$ cat src/rtl/udp_panel_pkg.sv
// Shared definitions for the UDP panel reader/writer blocks: default source-port MSB,
// controller state encoding and pixel field widths.
package udp_panel_pkg;

    localparam logic [7:0]  PORT_MSB_DEFAULT = 8'h66;
    localparam int unsigned ADDR_W           = 14;
    localparam int unsigned CHAN_W           = 6;

    typedef enum logic [1:0] {
        StIdle,
        StRead,
        StWaitData,
        StSend
    } panel_state_e;

    // Packs a pixel as {address, R, G, B}, keeping the low CHAN_W bits of each 8-bit channel.
    function automatic logic [31:0] pack_pixel(input logic [ADDR_W-1:0] addr,
                                               input logic [23:0]       rdat);
        return {addr, rdat[16 +: CHAN_W], rdat[8 +: CHAN_W], rdat[0 +: CHAN_W]};
    endfunction

endpackage

$ cat src/rtl/udp_byte_serializer.sv
// Loads a 32-bit word and emits it MSB byte first over four ready/valid beats.
// The last flag accompanies only the fourth byte of a word loaded with load_last set.
module udp_byte_serializer (
    input  logic        clk,
    input  logic        reset,
    input  logic        load,
    input  logic [31:0] load_word,
    input  logic        load_last,
    output logic        valid,
    output logic [7:0]  data,
    output logic        last,
    input  logic        ready,
    output logic        done
);

    logic [31:0] word_q, word_d;
    logic [1:0]  idx_q, idx_d;
    logic        valid_q, valid_d;
    logic        last_q, last_d;

    // Next state: load a fresh word, or advance one byte per accepted beat.
    always_comb begin
        word_d  = word_q;
        idx_d   = idx_q;
        valid_d = valid_q;
        last_d  = last_q;
        if (load) begin
            word_d  = load_word;
            idx_d   = 2'd0;
            valid_d = 1'b1;
            last_d  = load_last;
        end else if (valid_q && ready) begin
            if (idx_q == 2'd3) begin
                valid_d = 1'b0;
            end else begin
                idx_d = idx_q + 2'd1;
            end
        end
    end

    // State registers; reset drops valid at once, abandoning any word in flight.
    always_ff @(posedge clk or posedge reset) begin
        if (reset) begin
            word_q  <= 32'h0;
            idx_q   <= 2'd0;
            valid_q <= 1'b0;
            last_q  <= 1'b0;
        end else begin
            word_q  <= word_d;
            idx_q   <= idx_d;
            valid_q <= valid_d;
            last_q  <= last_d;
        end
    end

    // Byte select, MSB first.
    always_comb begin
        data = 8'h00;
        unique case (idx_q)
            2'd0: data = word_q[31:24];
            2'd1: data = word_q[23:16];
            2'd2: data = word_q[15:8];
            2'd3: data = word_q[7:0];
            default: data = 8'h00;
        endcase
    end

    assign valid = valid_q;
    assign last  = valid_q && last_q && (idx_q == 2'd3);
    assign done  = valid_q && ready && (idx_q == 2'd3);

endmodule

$ cat src/rtl/udp_panel_reader.sv
// Panel readback engine: accepts a request, reads N pixels from the selected panels one at a
// time, and streams them as a UDP packet, 4 bytes per pixel.
// Optional build macro UDP_PANEL_READER_HDR_EN prefixes a 4-byte request header.
module udp_panel_reader
    import udp_panel_pkg::*;
#(
    parameter logic [7:0] PORT_MSB = PORT_MSB_DEFAULT
) (
    input  logic        clk,
    input  logic        reset,
    input  logic        req_valid,
    output logic        req_ready,
    input  logic [31:0] req_ip,
    input  logic [15:0] req_port,
    input  logic [5:0]  req_en,
    input  logic [15:0] req_addr,
    input  logic [7:0]  req_count,
    output logic [5:0]  ctrl_ren,
    output logic [15:0] ctrl_raddr,
    input  logic [23:0] ctrl_rdat,
    output logic        udp_sink_valid,
    output logic        udp_sink_last,
    input  logic        udp_sink_ready,
    output logic [15:0] udp_sink_src_port,
    output logic [15:0] udp_sink_dst_port,
    output logic [31:0] udp_sink_ip_address,
    output logic [15:0] udp_sink_length,
    output logic [31:0] udp_sink_data
);

    panel_state_e      state_q, state_d;
    logic              init_q;
    logic [5:0]        en_q, en_d;
    logic [ADDR_W-1:0] addr_q, addr_d;
    logic [8:0]        remain_q, remain_d;
    logic [15:0]       src_q, src_d;
    logic [15:0]       dst_q, dst_d;
    logic [31:0]       ip_q, ip_d;
    logic [15:0]       len_q, len_d;
`ifdef UDP_PANEL_READER_HDR_EN
    logic              hdr_q, hdr_d;
`endif

    logic        accept;
    logic [8:0]  n_req;
    logic        ser_load;
    logic [31:0] ser_word;
    logic        ser_last;
    logic        ser_valid;
    logic [7:0]  ser_data;
    logic        ser_done;
    logic        ser_last_out;

    assign req_ready = init_q && (state_q == StIdle);
    assign accept    = req_valid && req_ready;
    assign n_req     = (req_count == 8'd0) ? 9'd256 : {1'b0, req_count};

    // Next-state, request latching and serializer load control.
    always_comb begin
        state_d  = state_q;
        en_d     = en_q;
        addr_d   = addr_q;
        remain_d = remain_q;
        src_d    = src_q;
        dst_d    = dst_q;
        ip_d     = ip_q;
        len_d    = len_q;
`ifdef UDP_PANEL_READER_HDR_EN
        hdr_d    = hdr_q;
`endif
        ser_load = 1'b0;
        ser_word = pack_pixel(addr_q, ctrl_rdat);
        ser_last = (remain_q == 9'd1);
        case (state_q)
            StIdle: begin
                if (accept) begin
                    en_d     = req_en;
                    addr_d   = req_addr[ADDR_W-1:0];
                    remain_d = n_req;
                    src_d    = {PORT_MSB, 2'b00, req_en};
                    dst_d    = req_port;
                    ip_d     = req_ip;
`ifdef UDP_PANEL_READER_HDR_EN
                    len_d    = {5'b0, n_req, 2'b00} + 16'd4;
`else
                    len_d    = {5'b0, n_req, 2'b00};
`endif
                    // A request with no panel selected is consumed without a reply.
                    if (req_en != 6'd0) begin
`ifdef UDP_PANEL_READER_HDR_EN
                        state_d  = StSend;
                        ser_load = 1'b1;
                        ser_word = {req_addr, req_count, 2'b00, req_en};
                        ser_last = 1'b0;
                        hdr_d    = 1'b1;
`else
                        state_d  = StRead;
`endif
                    end
                end
            end
            StRead: begin
                state_d = StWaitData;
            end
            StWaitData: begin
                // Read data arrives exactly one cycle after the strobe.
                ser_load = 1'b1;
                state_d  = StSend;
            end
            StSend: begin
                if (ser_done) begin
`ifdef UDP_PANEL_READER_HDR_EN
                    if (hdr_q) begin
                        hdr_d   = 1'b0;
                        state_d = StRead;
                    end else begin
`else
                    begin
`endif
                        remain_d = remain_q - 9'd1;
                        addr_d   = addr_q + 1'b1;
                        state_d  = (remain_q == 9'd1) ? StIdle : StRead;
                    end
                end
            end
            default: state_d = StIdle;
        endcase
    end

    // Controller registers; init_q holds req_ready low for the reset cycle itself.
    always_ff @(posedge clk or posedge reset) begin
        if (reset) begin
            state_q  <= StIdle;
            init_q   <= 1'b0;
            en_q     <= 6'd0;
            addr_q   <= '0;
            remain_q <= 9'd0;
            src_q    <= 16'h0;
            dst_q    <= 16'h0;
            ip_q     <= 32'h0;
            len_q    <= 16'h0;
`ifdef UDP_PANEL_READER_HDR_EN
            hdr_q    <= 1'b0;
`endif
        end else begin
            state_q  <= state_d;
            init_q   <= 1'b1;
            en_q     <= en_d;
            addr_q   <= addr_d;
            remain_q <= remain_d;
            src_q    <= src_d;
            dst_q    <= dst_d;
            ip_q     <= ip_d;
            len_q    <= len_d;
`ifdef UDP_PANEL_READER_HDR_EN
            hdr_q    <= hdr_d;
`endif
        end
    end

    udp_byte_serializer u_ser (
        .clk       (clk),
        .reset     (reset),
        .load      (ser_load),
        .load_word (ser_word),
        .load_last (ser_last),
        .valid     (ser_valid),
        .data      (ser_data),
        .last      (ser_last_out),
        .ready     (udp_sink_ready),
        .done      (ser_done)
    );

    // Panel read strobe for the single READ cycle of each pixel.
    always_comb begin
        ctrl_ren   = 6'd0;
        ctrl_raddr = 16'h0;
        if (state_q == StRead) begin
            ctrl_ren   = en_q;
            ctrl_raddr = {2'b00, addr_q};
        end
    end

    assign udp_sink_valid      = ser_valid;
    assign udp_sink_last       = ser_last_out;
    assign udp_sink_data       = {24'h0, ser_data};
    assign udp_sink_src_port   = src_q;
    assign udp_sink_dst_port   = dst_q;
    assign udp_sink_ip_address = ip_q;
    assign udp_sink_length     = len_q;

    // Channel MSBs and the top address bits are deliberately dropped.
    logic unused_bits;
    assign unused_bits = ^{ctrl_rdat[23:22], ctrl_rdat[15:14], ctrl_rdat[7:6], req_addr[15:14]};

endmodule

$ cat config.mk
export PLATFORM = sky130hd
export DESIGN_NAME = udp_panel_reader
export DESIGN_NICKNAME = d
export VERILOG_FILES = /design/src/rtl/udp_panel_pkg.sv /design/src/rtl/udp_byte_serializer.sv /design/src/rtl/udp_panel_reader.sv
export SDC_FILE = /design/constraint.sdc
export NUM_CORES = 1
export LEC_CHECK = 0
export CAP_MARGIN = 10
export CORE_UTILIZATION = 40
export DETAILED_ROUTE_END_ITERATION = 12
export PLACE_DENSITY = 0.72
export SYNTH_ARGS = -nofsm -noshare
export SYNTH_HDL_FRONTEND = slang
export SYNTH_SLANG_ARGS = --single-unit
$ cat constraint.sdc
create_clock -name clk -period 5.2 [get_ports clk]
set_clock_uncertainty 0.05 [all_clocks]
set_input_delay 1.3 -clock clk [delete_from_list [all_inputs] [get_ports clk]]
set_output_delay 1.3 -clock clk [all_outputs]
set_load 0.03 [all_outputs]
==> results.json <==
{
  "cp.depth": 4,
  "dp_hpwl_um": 10800,
  "ys.flop_type": "dfrtp_1",
  "clock_path_buffers": 2,
  "critPathMaxFanout": 20,
  "initial_core_util_pct": 41.0,
  "r2r_slack_ns": 2.53,
  "cts-resized-gates": 0,
  "seq_power_share_pct": 30.3,
  "maxSlewHeadroom_pct": 31.2,
  "p_int_mw": 3.46,
  "r2r-start": "state_q[1]",
  "clkSlewWorstSetupHoldPaths_ns": 0.06,
  "dr.pass1.iters": 5,
  "wirelength_um": 16000,
  "netlist.area_leader.share_pct": 50.4,
  "first_global_vias": 4973,
  "postCtsSetupBuffers": 0,
  "dpl.cell_count": 1030,
  "io_pins": 243,
  "grt_max_degree": 73,
  "min_from": "udp_sink_ip_address[25]",
  "crit_family": "buffers and inverters",
  "fp.dieW_um": 127,
  "hold_viol": 0,
  "clk_latency_ns": 0.42,
  "numCtsBuffers": 17,
  "clock-sinks": 126,
  "wl_per_cell_um": 15.1,
  "via_count": 5093,
  "end_kind": "primary output",
  "synth_area_leaders": "dfrtp_1, nand2_1, buf_4, mux2_2, ha_1",
  "stdcell_count": 1062,
  "fillers": 1345,
  "synth_area_um2": 6260,
  "most-common-layout-cells": "nand2_1, clkdlybuf4s50_1, dfrtp_1",
  "power_switching_mw": 2.63,
  "final.min_clock_period_ns": 3.88,
  "grt_pass1_wl_um": 26100,
  "power.share.switching_pct": 43.2,
  "crit_required_ns": 3.85,
  "seqCellArea_um2": 3150,
  "synth_edf_count": 0,
  "viasPerCell": 4.80,
  "async_flop_share_pct": 100,
  "gp_congestion": 0.835,
  "path_cells": "inv_1, ha_1, and2_1, clkdlybuf4s50_1",
  "yosys_warnings": 0,
  "cp_num_buf_inv": 2,
  "tightest_slew_ns": 1.03,
  "ant_nets": 0,
  "io_buffers": 195,
  "whs_path_depth": 2,
  "antenna_found_initial": 0,
  "worstSetupPathType": "flip-flop to primary output",
  "n_antenna_cell": 0,
  "syn_to_final_growth_pct": 39.1,
  "grt_overflow": 0,
  "setup_tns_ns": 0,
  "slew_viol_final": 0,
  "die-area_um2": 16200,
  "final_layout_size_suffix_gt1_share_pct": 9.17,
  "worstRegToRegCells": 5,
  "multiInputGateArea_um2": 2670,
  "yosysTopAreaCell": "dfrtp_1",
  "hold_path_end": "udp_sink_ip_address[25]",
  "cts_hold_buf": 0,
  "setup_viol": 0,
  "synth_seq_area_share_pct": 50.4,
  "hold_class": "flip-flop to flip-flop",
  "syn_avg_cell_area_um2": 9.41,
  "period_share_pct": 74.5,
  "power_leakage_nw": 3.92,
  "fmax_mhz": 258,
  "cp_data_arrival_time_ns": 2.53,
  "r2r-end": "addr_q[0]",
  "final_common_cell": "nand2_1",
  "drtIter0Drc": 308,
  "die_y_um": 127,
  "ys_types": 51,
  "max_cap_violations": 0,
  "crit_slowest_cell": "clkdlybuf4s50_1",
  "route.detailed.drc": 0,
  "htree_levels": 4,
  "cts-root-buf": "clkbuf_16",
  "final_nets": 956,
  "pwr-share-clk_pct": 18.4,
  "irDropWorstVdd_v": 0.000364,
  "syn_inst": 665,
  "status": "complete, no violations",
  "startpoint_type": "flip-flop",
  "synth-seq-cells": 126,
  "rows": 45,
  "power.density_nw_per_um2": 699,
  "grt_setup_unrepaired": "false",
  "core-area_um2": 15300,
  "pwr-share-comb_pct": 51.3,
  "cts_tree": "done",
  "grt_usage_pct": 21.0,
  "cpPeakStageDelay_ns": 0.70
}
sequential cells by signal, indices dropped and copies added (netlist names):
name and count:
addr_q 14, en_q 5, init_q 1, remain_q 9, state_q 2, u_ser.idx_q 2, u_ser.last_q 1, u_ser.valid 1
u_ser.word_q 32, udp_sink_dst_port 16, udp_sink_ip_address 32, udp_sink_length 9, udp_sink_src_port 2
cell type report:
cell class | count | area share, %
Multi-Input combinational cell | 475 | 30.6
Sequential cell | 126 | 36.2
Clock inverter | 13 | 1.34
Timing Repair Buffer | 198 | 22.8
Clock buffer | 19 | 5.09
Inverter | 20 | 0.891
Tap cell | 211 | 3.03
power groups by stage:
stage,Combinational (mW),Clock (mW),Sequential (mW)
6_report,3.13,1.12,1.84
5_1_grt,3.38,1.19,1.92
4_1_cts,3.15,1.14,1.85
3_5_place_dp,3.14,0,1.85
3_3_place_gp,3.11,0,1.84
2_1_floorplan,1.61,0,2.25
cells in the mapped netlist, types with 4 or more instances:
cell type    n
a222oi_1     8
mux2_2      25
o21ai_0     21
a2bb2oi_1    5
buf_4       46
a21oi_2      6
and2_1      23
nand2b_1     5
nor4_1       5
nand3_1     13
o22ai_1     10
nor3_1       4
mux2i_1     12
and3_1       5
nand2_1    218
nand4_1      5
a21oi_1     21
inv_1       20
ha_1        12
buf_2       17
nor2_1       6
clkbuf_1    15
dfrtp_1    126
logic make-up (layout without fill, tap and decap cells):
logic type | count (synthesis) | after routing | share of synthesized area (%)
AOI/OAI and AO/OA | 92 | 92 | 10.6
xor gates and xnor gates | 1 | 1 | 0.140
adders and majority gates | 12 | 12 | 2.40
buffers and inverters | 102 | 250 | 9.45
DFF | 126 | 126 | 50.4
muxes | 37 | 37 | 6.42
other | 2 | 40 | 0.120
and+or+nand+nor | 293 | 293 | 20.5
metal layers:
metal  vias to the layer above  part of all wire (%)  global-route usage [%]
met3                        20                   8.1                    7.58
met4                         0                   1.4                    7.49
met2                       187                    46                    33.1
met5                         -                     0                       0
met1                      2406                    45                    26.5
li1                       2480                     -                       -
worst max-delay path by stage:
stage	to	slack [ns]	start
CTS	ctrl_ren[4]	1.22	state_q[1]
global placement	ctrl_ren[4]	1.69	state_q[1]
finish	ctrl_ren[4]	1.32	state_q[1]
detailed placement	ctrl_ren[3]	1.68	state_q[1]
floorplan	addr_q[0]	0.49	reset
global route	ctrl_ren[4]	1.08	state_q[1]
worst reg2reg max path, delay by kind of cell, from the launching register on:
kind	cells	cell delay, ns
flops	1	0.39
simple gates	1	0.33
mux	1	0.15
fa+ha+maj	1	0.89
compound gates	2	0.79
metrics by stage:
step                      setup slack [ns]  util (%)  hold slack (ns)  total power [mW]  area, um2
after floorplan                      0.494         -            0.427              3.85       6400
after global placement                1.69      53.4            0.407              4.95       8150
after detailed placement              1.68      53.4            0.411              4.99       8150
after CTS                             1.22      57.1            0.426              6.14       8710
after global routing                  1.08      57.1            0.451              6.49       8710
final                                 1.32      57.1            0.420              6.09       8710
No activity file was read; power rests on OpenSTA's default activity.
